$ cat config.mk
export PLATFORM = sky130hd
export DESIGN_NAME = freq_meter
export DESIGN_NICKNAME = d
export VERILOG_FILES = /design/src/rtl/freq_meter_pkg.sv /design/src/rtl/freq_meter_sync_edge_det.sv /design/src/rtl/freq_meter.sv
export SDC_FILE = /design/constraint.sdc
export NUM_CORES = 1
export LEC_CHECK = 0
export ABC_AREA = 1
export CAP_MARGIN = 40
export CORE_ASPECT_RATIO = 0.6
export CORE_MARGIN = 5
export CORE_UTILIZATION = 35
export CTS_BUF_LIST = sky130_fd_sc_hd__clkbuf_4 sky130_fd_sc_hd__clkbuf_8
export DETAILED_ROUTE_END_ITERATION = 12
export HOLD_SLACK_MARGIN = 0.05
export SYNTH_ARGS = -nofsm -noshare
export SYNTH_HDL_FRONTEND = slang
export SYNTH_SLANG_ARGS = --single-unit
$ cat constraint.sdc
create_clock -name clk -period 2 [get_ports clk]
set_input_delay 0.3 -clock clk [delete_from_list [all_inputs] [get_ports clk]]
set_output_delay 0.3 -clock clk [all_outputs]
set_load 0.01 [all_outputs]
$ cat src/rtl/freq_meter_pkg.sv
// Shared types and helpers for the gated frequency meter.
package freq_meter_pkg;

    typedef enum logic {
        ST_IDLE    = 1'b0,
        ST_MEASURE = 1'b1
    } state_t;

    // Width needed to hold 0 .. value-1; never returns less than 1.
    function automatic int clog2(input int value);
        int r;
        int v;
        r = 0;
        v = value - 1;
        while (v > 0) begin
            r = r + 1;
            v = v >>> 1;
        end
        return (r < 1) ? 1 : r;
    endfunction

endpackage

$ cat src/rtl/freq_meter_sync_edge_det.sv
// Two-flop synchronizer with a history flop; emits a one-cycle strobe per rising edge.
module sync_edge_det (
    input  logic clk,
    input  logic rst,
    input  logic din,
    output logic rise
);

    logic s1;
    logic s2;
    logic s3;

    always_ff @(posedge clk) begin
        if (rst) begin
            s1 <= 1'b0;
            s2 <= 1'b0;
            s3 <= 1'b0;
        end else begin
            s1 <= din;
            s2 <= s1;
            s3 <= s2;
        end
    end

    assign rise = s2 & ~s3;

endmodule

$ cat src/rtl/freq_meter.sv
// Gated frequency counter: counts synchronized rising edges of sig_in over GATE_CYCLES clk.
//   state      | meaning
//   ST_IDLE    | no gate running, waiting for en
//   ST_MEASURE | gate open, counting edges
module freq_meter
    import freq_meter_pkg::*;
#(
    parameter int GATE_CYCLES = 50000000,
    parameter int CNT_W       = 32
) (
    input  logic             clk,
    input  logic             rst,
    input  logic             sig_in,
    input  logic             en,
    output logic [CNT_W-1:0] freq,
    output logic             valid,
    output logic             overflow,
    output logic             busy
);

    localparam int               GW        = clog2(GATE_CYCLES);
    localparam logic [GW-1:0]    GATE_LAST = GW'(GATE_CYCLES - 1);
    localparam logic [CNT_W-1:0] CNT_MAX   = '1;

    logic             edge_stb;
    state_t           state;
    logic [GW-1:0]    gate_cnt;
    logic [CNT_W-1:0] edge_cnt;
    logic             sat;
    logic [CNT_W-1:0] cnt_next;
    logic             sat_next;
    logic             gate_last;

    sync_edge_det u_sync (
        .clk  (clk),
        .rst  (rst),
        .din  (sig_in),
        .rise (edge_stb)
    );

    // Overflow means an edge was actually dropped, so a count landing exactly on max is still exact.
    always_comb begin
        cnt_next = edge_cnt;
        sat_next = sat;
        if (edge_stb) begin
            if (edge_cnt == CNT_MAX) sat_next = 1'b1;
            else                     cnt_next = edge_cnt + 1'b1;
        end
    end

    assign gate_last = (gate_cnt == GATE_LAST);

    always_ff @(posedge clk) begin
        if (rst) begin
            state    <= ST_IDLE;
            gate_cnt <= '0;
            edge_cnt <= '0;
            sat      <= 1'b0;
            freq     <= '0;
            valid    <= 1'b0;
            overflow <= 1'b0;
            busy     <= 1'b0;
        end else begin
            valid <= 1'b0;
            case (state)
                ST_IDLE: begin
                    if (en) begin
                        state    <= ST_MEASURE;
                        busy     <= 1'b1;
                        gate_cnt <= '0;
                        edge_cnt <= '0;
                        sat      <= 1'b0;
                    end
                end
                ST_MEASURE: begin
                    if (gate_last) begin
                        // Strobe in the last cycle belongs to this gate; next gate starts clean.
                        freq     <= cnt_next;
                        overflow <= sat_next;
                        valid    <= 1'b1;
                        gate_cnt <= '0;
                        edge_cnt <= '0;
                        sat      <= 1'b0;
                        if (!en) begin
                            state <= ST_IDLE;
                            busy  <= 1'b0;
                        end
                    end else if (!en) begin
                        state <= ST_IDLE;
                        busy  <= 1'b0;
                    end else begin
                        gate_cnt <= gate_cnt + 1'b1;
                        edge_cnt <= cnt_next;
                        sat      <= sat_next;
                    end
                end
                default: begin
                    state <= ST_IDLE;
                    busy  <= 1'b0;
                end
            endcase
        end
    end

endmodule

After elaboration in Yosys (flattened, before gate mapping). Index checks and enable logic that the tools add are counted.

$mul: 0. Muxes and demuxes: 21. Div/mod/pow operators: 0. Bitwise logic cells: 3. Equal/unequal tests: 5. Shift operators: 0. Add/sub/neg operators: 2. Reductions and logical operators: 4. $lt $le $gt $ge: 0.

Operator list (count): $mux W32 (5); $mux W26 (3); $pmux W32 S2 (1); $pmux W26 S2 (1); $add A32 B1 Y32 const B (1); $eq A32 B32 Y1 const B (1); $add A26 B1 Y26 const B (1); $eq A26 B26 Y1 const B (1); $mux W1 (9); $reduce_and A2 Y1 (3); $ne A2 B2 Y1 const B (2); $pmux W1 S2 (2); $ne A3 B2 Y1 const B (1); $not A1 Y1 (2); $reduce_or A2 Y1 (1); $and A1 B1 Y1 (1).

Bits in writable memories: 0. Memory bits (read-only): 0. Bits in latches: 0. Register bits: 98. Logic and storage cells: 46. Memories kept: 0.

Depth between registers and ports, before layout. Gate-level depths: netlist of the first run.

Word-level depth: 6. Gate-level depth with buffers: 13. Gate-level depth less buffers: 13.

Modules after synthesis. Synthesis of the first run repeated with hierarchy kept, for this count alone.

Cell total of the unflattened synthesis: 953. Area total of the unflattened synthesis: 5803.1 µm².

Modules (own cells, without submodules): freq_meter (seq. area each 1901.8 µm², area an instance 5716.7 µm², cells an instance 943, times used 1); sync_edge_det (seq. area each 60.1 µm², area an instance 86.3 µm², cells an instance 10, times used 1).

Worst setup path after synthesis of the first run. No wires, ideal clock.

Path type: register to register. Start: reg edge_cnt[0]. End: reg freq[1]. Setup slack: 0.191 ns. Cell stages (with the launch flop): 12. Arrival: 1.693 ns. Required time: 1.884 ns. Setup time: 0.116 ns. Cell sequence: dfxtp_1 > ha_1 > nand3_1 > inv_1 > nand2_2 > nor2_4 > nand3_4 > buf_6 > nand3_1 > nand3_1 > o211ai_1 > inv_1.

Cells in the longest elaborated chain, start to end: 3. Elaborated cells on any way between the ends: 4.

RTL lines: start, declared (line freq_meter.sv:28) `logic [CNT_W-1:0] edge_cnt;`; start signal, assigned (line freq_meter.sv:93) `edge_cnt <= cnt_next;`; $add A32 B1 Y32 / $eq A32 B32 Y1 (equally long branches) (line freq_meter.sv:47, freq_meter.sv:46); $mux W32 * (line freq_meter.sv:46) `if (edge_cnt == CNT_MAX) sat_next = 1'b1;`; $mux W32 * (line freq_meter.sv:45) `if (edge_stb) begin`; end signal, assigned (line freq_meter.sv:78) `freq <= cnt_next;`; end, declared (line freq_meter.sv:15) `output logic [CNT_W-1:0] freq,`.

Every way passes the cells marked *; elsewhere a longest branch is shown, timed or not. A chain may end at the register's enable or synchronous reset.

Worst setup path in the final report of the first run.
Start: reg gate_cnt[1]. End: reg edge_cnt[0].

Cells in the longest elaborated chain, start to end: 3. Elaborated cells on any way between the ends: 5.

RTL lines: start, declared (line freq_meter.sv:27) `logic [GW-1:0] gate_cnt;`; start signal, assigned (line freq_meter.sv:92) `gate_cnt <= gate_cnt + 1'b1;`; $eq A26 B26 Y1 * (line freq_meter.sv:51) `assign gate_last = (gate_cnt == GATE_LAST);`; $ne A3 B2 Y1 (no line) / $mux W32 (equally long branches); $reduce_and A2 Y1 (no line) / $pmux W32 S2 (equally long branches).

Marked as above.

==> results.md, run 1 <==
* CTS Buf Count at 9
* Post-synthesis sequential area ratio at 0.344
* Worst-skew pair later-pin latency at around 0.38 ns
* Io pins at 39
* Worst R2R Path Depth at 12
* Routability Congestion at around 0.95
* Register bit count reported by yosys at 98
* Synth Net Count at between 900 and 1000
* Regs by FF count: edge_cnt x32, freq x32, gate_cnt x26
* Synthesis-to-layout area growth at 24.5%
* Final setup violation count at 0
* Die width at 175 um
* Ant. Diodes at 0
* RR Startpoint: gate_cnt[1]$_SDFFE_PP0P_
* Layout Utilization at 0.440
* Routed wire per std cell at 14.6 um
* Slew Limit Fails at 0
* Critical Path AT at approximately 2.2 ns
* Worst-path clk slew at roughly 0.11 ns
* Core area at between 15000 and 20000 um2
* Initial Util at 0.354
* Grt ovf at 0
* Vias per cell at about 5
* DR vias at a little over 6000
* Die height at about 110 um
* Pwr per Cell Area at ~490 nW/um2
* Largest net degree at the start of global routing at 45
* Crit-path max FO at 6
* Unique masters post-synth at 35
* Critical path required time at approximately 2.3 ns
* DRT Pass-1 Iters at 5
* Number of global-route vias before repair at between 5000 and 6000
* Post-Syn Area at 5700 um2
* Clk Tree Root Cell: clkbuf_8
* LEAKAGE at ~2.9 nW
* Final wirelength at roughly 18 mm
* RR Endpoint: edge_cnt[0]$_SDFFE_PP0P_
* Async S/R FF share, synth at 0
* Worst Setup EP: edge_cnt[0]$_SDFFE_PP0P_
* Mapped Cells at 914
* Main synth FF type: dfxtp_1
* Number of synthesized flops with an enable pin at 0
* Peak Freq at about 520 MHz
* Synthesis Warnings at 0
* Fin. Hold Viols at 0
* Setup_tns at 0 ns
* CP Class: reg2reg
* Worst Tran Pin Value at 0.551 ns
* H-tree Lvls at 3
* Max clock buf depth at 2
* DPL Wire Length at 12.8 mm
* CP startpoint: gate_cnt[1]$_SDFFE_PP0P_
* DR iter-0 viols at 540
* Cell row count at 36
* Antenna-violating nets left at 0
* Max-cap violation count at 0
* Endpoint type of the worst setup path: flip-flop
* CTS tree: built
* # port buffers at 38
* Mapped Avg Cell Area at 6.24 um2
* Final net count at between 1000 and 1500
* Status: complete, no violations
* Total track usage at 0.185
* VDD IR max at between 0.2 and 0.3 mV
* Hold buffers post-CTS at 0
* Die area at roughly 19000 um2
* DR DRC count at 0
* Final min period at ~1.9 ns
* Period utilization at 0.968
* Hold Path Class: in2reg
* First-pass GRT wire length at approximately 28 mm
* Setup crit start kind: flip-flop
* Initial antenna violation count at 0
* Clock skew at 0.0148 ns
* Flop2flop setup slack at 0.06 ns
* Share of layout cells above drive strength 1 at 0.137
* CTS sink cnt at 98
* Headroom to the max-slew limit at 0.632
* Total power at 3.51 mW
## cell type report
cell class | count | area, um2
flip-flops and latches | 98 | 1970
inverters | 99 | 374
well taps | 209 | 262
repair buffers | 111 | 1050
clock buffers | 9 | 124
fillers | 1686 | 9030
multi-input cells | 683 | 3250
clock inverters | 7 | 70.1
## cells in the final DEF (no fill, tap or decap), types with 2 or more instances in the layout
master and n:
inv_6 3, a21oi_1 57, nand4_1 22, clkbuf_16 3, a31oi_1 3, nor3_1 15
nor2_4 8, buf_4 63, o21ai_0 54, and3_1 2, inv_2 2, nand2_1 271
nand3_1 68, dfxtp_1 93, inv_1 96, clkbuf_8 9, o21a_1 8, clkdlybuf4s50_1 37
nand2_4 6, buf_12 5, xor2_1 6, ha_1 3, buf_6 2, nor2_1 123
a21oi_2 6, nand3b_1 5, nand2_2 5, nor2_2 8, dfxtp_2 5, o21ai_1 4
## worst max-delay path, stage by stage (launching register included)
cell and delay, ns:
dfxtp_2 0.38, ha_4 0.16, nand2_4 0.06, nor2_4 0.15
nand2_2 0.08, nor2_4 0.11, nand2_4 0.09, nand2_4 0.10
nand2_8 0.08, nor2_8 0.26, clkbuf_16 0.21, nand2_4 0.05
a21oi_2 0.13
## routing by layer
metal  GRT usage  part of all wire  vias to the layer above
met5           0                 0                        -
met4      0.0336             0.010                        0
met3      0.0430             0.081                       17
met2       0.234              0.35                      200
met1       0.306              0.56                     2745
li1            -                 -                     3092
## logic make-up (layout without fill, tap and decap cells)
group | after synthesis | after routing | share of synthesized area
fa+ha+maj | 4 | 4 | 0.00878
flops | 98 | 98 | 0.344
buf+inv | 133 | 226 | 0.108
simple gates | 539 | 539 | 0.405
compound gates | 134 | 134 | 0.125
xor+xnor | 6 | 6 | 0.00922
## metrics by stage
stage	setup slack (ns)	area [um2]	cells	hold slack [ns]
after floorplan	0.191	5700	914	0.388
after global placement	0.0449	6620	1190	0.394
after detailed placement	0.0454	6620	1190	0.405
after CTS	0.0123	6810	1206	0.278
after global routing	-0.0387	7090	1216	0.307
final	0.0650	7090	1216	0.292
## worst min path at each step
stage / start / to / cells past startpoint
2_1_floorplan: u_sync.s1$_SDFF_PP0_ / u_sync.s2$_SDFF_PP0_ / 2
3_3_place_gp: u_sync.s1$_SDFF_PP0_ / u_sync.s2$_SDFF_PP0_ / 2
3_5_place_dp: u_sync.s1$_SDFF_PP0_ / u_sync.s2$_SDFF_PP0_ / 2
4_1_cts: rst / gate_cnt[11]$_SDFFE_PP0P_ / 4
5_1_grt: rst / gate_cnt[20]$_SDFFE_PP0P_ / 4
6_report: rst / gate_cnt[11]$_SDFFE_PP0P_ / 4
## cells in the mapped netlist, types with 5 or more instances
| master | number | area, um2 |
|---|---|---|
| buf_6 | 9 | 101 |
| nand3b_1 | 5 | 37.5 |
| nor2_1 | 131 | 492 |
| nand2_2 | 7 | 43.8 |
| nand4_1 | 22 | 138 |
| nor3_1 | 15 | 75.1 |
| a21oi_1 | 62 | 310 |
| nand3_1 | 69 | 345 |
| dfxtp_1 | 98 | 1960 |
| inv_1 | 98 | 368 |
| nand2_1 | 275 | 1030 |
| o21a_1 | 8 | 60.1 |
| xor2_1 | 6 | 52.6 |
| clkbuf_1 | 13 | 48.8 |
| o21ai_0 | 56 | 280 |
## power breakdown
part	internal [mW]	switching, mW	total, mW
Sequential	1.96	0.00461	1.96
Combinational	0.0870	0.159	0.246
Clock	0.488	0.814	1.30
## repair_timing
action / 4_1_cts / 5_1_grt
setup endpoints to repair: 0 / 91
hold endpoints to repair: 0 / 0
gates resized for setup: 0 / 46
setup buffers: 0 / 6
Power figures use the tool's default switching activity.
==> run 2: changes to the inputs <==
--- a/config.mk
+++ b/config.mk
@@ -9,10 +9,10 @@
 export CAP_MARGIN = 40
 export CORE_ASPECT_RATIO = 0.6
 export CORE_MARGIN = 5
-export CORE_UTILIZATION = 35
+export CORE_UTILIZATION = 45
 export CTS_BUF_LIST = sky130_fd_sc_hd__clkbuf_4 sky130_fd_sc_hd__clkbuf_8
 export DETAILED_ROUTE_END_ITERATION = 12
-export HOLD_SLACK_MARGIN = 0.05
+export DONT_BUFFER_PORTS = 1
 export SYNTH_ARGS = -nofsm -noshare
 export SYNTH_HDL_FRONTEND = slang
 export SYNTH_SLANG_ARGS = --single-unit
==> run 2 against run 1 <==
  * Wire length increased by 1.7%
  * First-iteration DRC count increased by 25%
  * Cell count decreased by 7.8%
  * Global-route usage increased by 4.5 points
  * Critical path depth down 1
  * Total power is 2.5% higher
  * Core utilization rose by 9.8 points
  * Die area is 21% lower
  * Maximum frequency rose by 1.6%
==> results.md, run 2 (synthesis results as in run 1) <==
* Status: complete, no violations
* Clk Tree Root Cell: clkbuf_8
* Fin. Hold Viols at 0
* DPL Wire Length at 12.7 mm
* LEAKAGE at 2.61 nW
* Worst-path clk slew at 0.11 ns
* Layout Utilization at 0.538
* Clock skew at around 0.013 ns
* Commonest non-fill, non-tap cell in the layout: nand2_1
* Final min period at approximately 1.9 ns
* Number of global-route vias before repair at approximately 5100
* Grt ovf at 0
* Slew Limit Fails at 0
* Initial antenna violation count at 0
* H-tree Lvls at 3
* Fin area at about 6600 um2
* Die height at about 100 um
* CP Class: reg2reg
* Crit path buf inv count at 2
* CTS Buf Count at 9
* Critical Path AT at 2.19 ns
* Initial Util at 0.467
* Max clock buf depth at 2
* CTS sink cnt at about 100
* Endpoint type of the worst setup path: flip-flop
* Peak Freq at ~530 MHz
* Max-cap violation count at 0
* Cell row count at 31
* Most frequent CP cell: nand2_1
* FILL cells at approximately 1300
* DR iter-0 viols at 675
* DR vias at 5984
* VDD IR max at a little over 0.3 mV
* Crit path cell chain: ha_1 > nand3_2 > inv_2 > nand2_2 > nor2_4 > buf_4 > nand3_4 > nand2_1 > nand2_1 > a21oi_1 > nor2_1
* Final setup violation count at 0
* Hold Path Class: in2reg
* DRT Pass-1 Iters at 5
* Total track usage at 0.230
* Slowest stage delay, CP at between 0.3 and 0.4 ns
* # port buffers at 0
* Worst Tran Pin Value at around 0.51 ns
* Headroom to the max-slew limit at 0.663
* Final wirelength at 18.1 mm
* DR DRC count at 0
* Final net count at roughly 960
* Setup crit start kind: flip-flop
* Core area at roughly 12000 um2
* Share of layout cells above drive strength 1 at 0.145
* Total power at around 3.6 mW
* Critical path's slowest cell: dfxtp_1
* First-pass GRT wire length at around 28 mm
* FF/Latch Area at between 1500 and 2000 um2
* Critical path required time at roughly 2.3 ns
* Regs by FF count: edge_cnt x32, freq x32, gate_cnt x26
* CTS tree: built
* Routed wire per std cell at approximately 16 um
* Crit-path max FO at 13
* Die width at roughly 160 um
* Die area at approximately 15000 um2
* Multi-input gate area in the final layout at about 3300 um2
* Io pins at 39
* Worst-skew pair later-pin latency at about 0.38 ns
* Largest net degree at the start of global routing at 44
* Most frequent cells in the layout: nand2_1 (272), nor2_1 (121), inv_1 (97)
* Period utilization at 0.952
* CP top delay family: simple AND/OR/NAND/NOR gates
* Routability Congestion at roughly 0.93
* Vias per cell at around 5.3
* Ant. Diodes at 0
* Area post-placement at approximately 6000 um2
* Pwr per Cell Area at between 500 and 600 nW/um2
* Synthesis-to-layout area growth at 15.3%
* Antenna-violating nets left at 0
run 2: cell count changes in the layout (fill, tap and decap cells not counted), sizes merged:
| cell | previous run | this run |
|---|---|---|
| clkinv | 2 | 1 |
| buf | 71 | 56 |
| inv | 103 | 104 |
| clkinvlp | 1 | 0 |
| clkbuf | 12 | 10 |
| nand3 | 70 | 72 |
| nor2 | 140 | 141 |
| bufinv | 0 | 1 |
| clkdlybuf4s50 | 37 | 0 |
run 2: path summary, 6_finish.rpt:
kind	start	to	slack, ns	cells past startpoint
setup / recovery	edge_cnt[0]$_SDFFE_PP0P_	freq[18]$_SDFFE_PP0P_	0.1	11
setup reg to reg	edge_cnt[0]$_SDFFE_PP0P_	freq[18]$_SDFFE_PP0P_	0.1	11
hold / removal	sig_in	u_sync.s1$_SDFF_PP0_	0.02	2
hold reg to reg	u_sync.s1$_SDFF_PP0_	u_sync.s2$_SDFF_PP0_	0.43	2
run 2: routing by layer:
layer	wire, um	up-vias	global-route usage
li1	-	2999	-
met1	9310	2673	0.387
met4	144	0	0.0430
met2	6560	295	0.284
met3	2060	17	0.0552
met5	0	-	0
run 2: where the power goes:
group	leakage, nW	total, mW	switching, mW	internal (mW)
combinational	1.70	0.236	0.160	0.0761
sequential	0.798	1.96	0.00653	1.96
clock	0.107	1.40	0.796	0.604
run 2: worst register-to-register path, cell delays in order, from the launching register on:
cell and delay, ns:
dfxtp_1 0.35, ha_1 0.20, nand3_2 0.14, inv_2 0.11
nand2_2 0.07, nor2_4 0.22, buf_4 0.19, nand3_4 0.17
nand2_1 0.12, nand2_1 0.07, a21oi_1 0.12, nor2_1 0.06
run 2: area by class of cell:
cell class | count | share of cell area
well taps | 165 | 0.0314
clock inverters | 7 | 0.0124
repair buffers | 57 | 0.0786
inverters | 99 | 0.0569
multi-input cells | 686 | 0.500
clock buffers | 9 | 0.0188
flip-flops and latches | 98 | 0.302
run 2: repair_timing:
item / 4_1_cts / 5_1_grt
pin swaps: 1 / 9
setup buffers: 2 / 4
setup endpoints to repair: 29 / 83
gates cloned: 1 / 3
resized for setup: 5 / 50
hold endpoints to repair: 43 / 0
hold buffers: 1 / 0
run 2: through the flow:
step	setup WS [ns]	TNS, ns	cells	hold WS, ns
CTS	0.00602	0	1114	0.00331
global placement	0.00250	0	1094	0.375
floorplan	0.191	0	914	0.388
finish	0.0953	0	1121	0.0231
global route	-0.0285	-0.0774	1121	0.0156
detailed placement	-0.0433	-0.228	1094	0.376
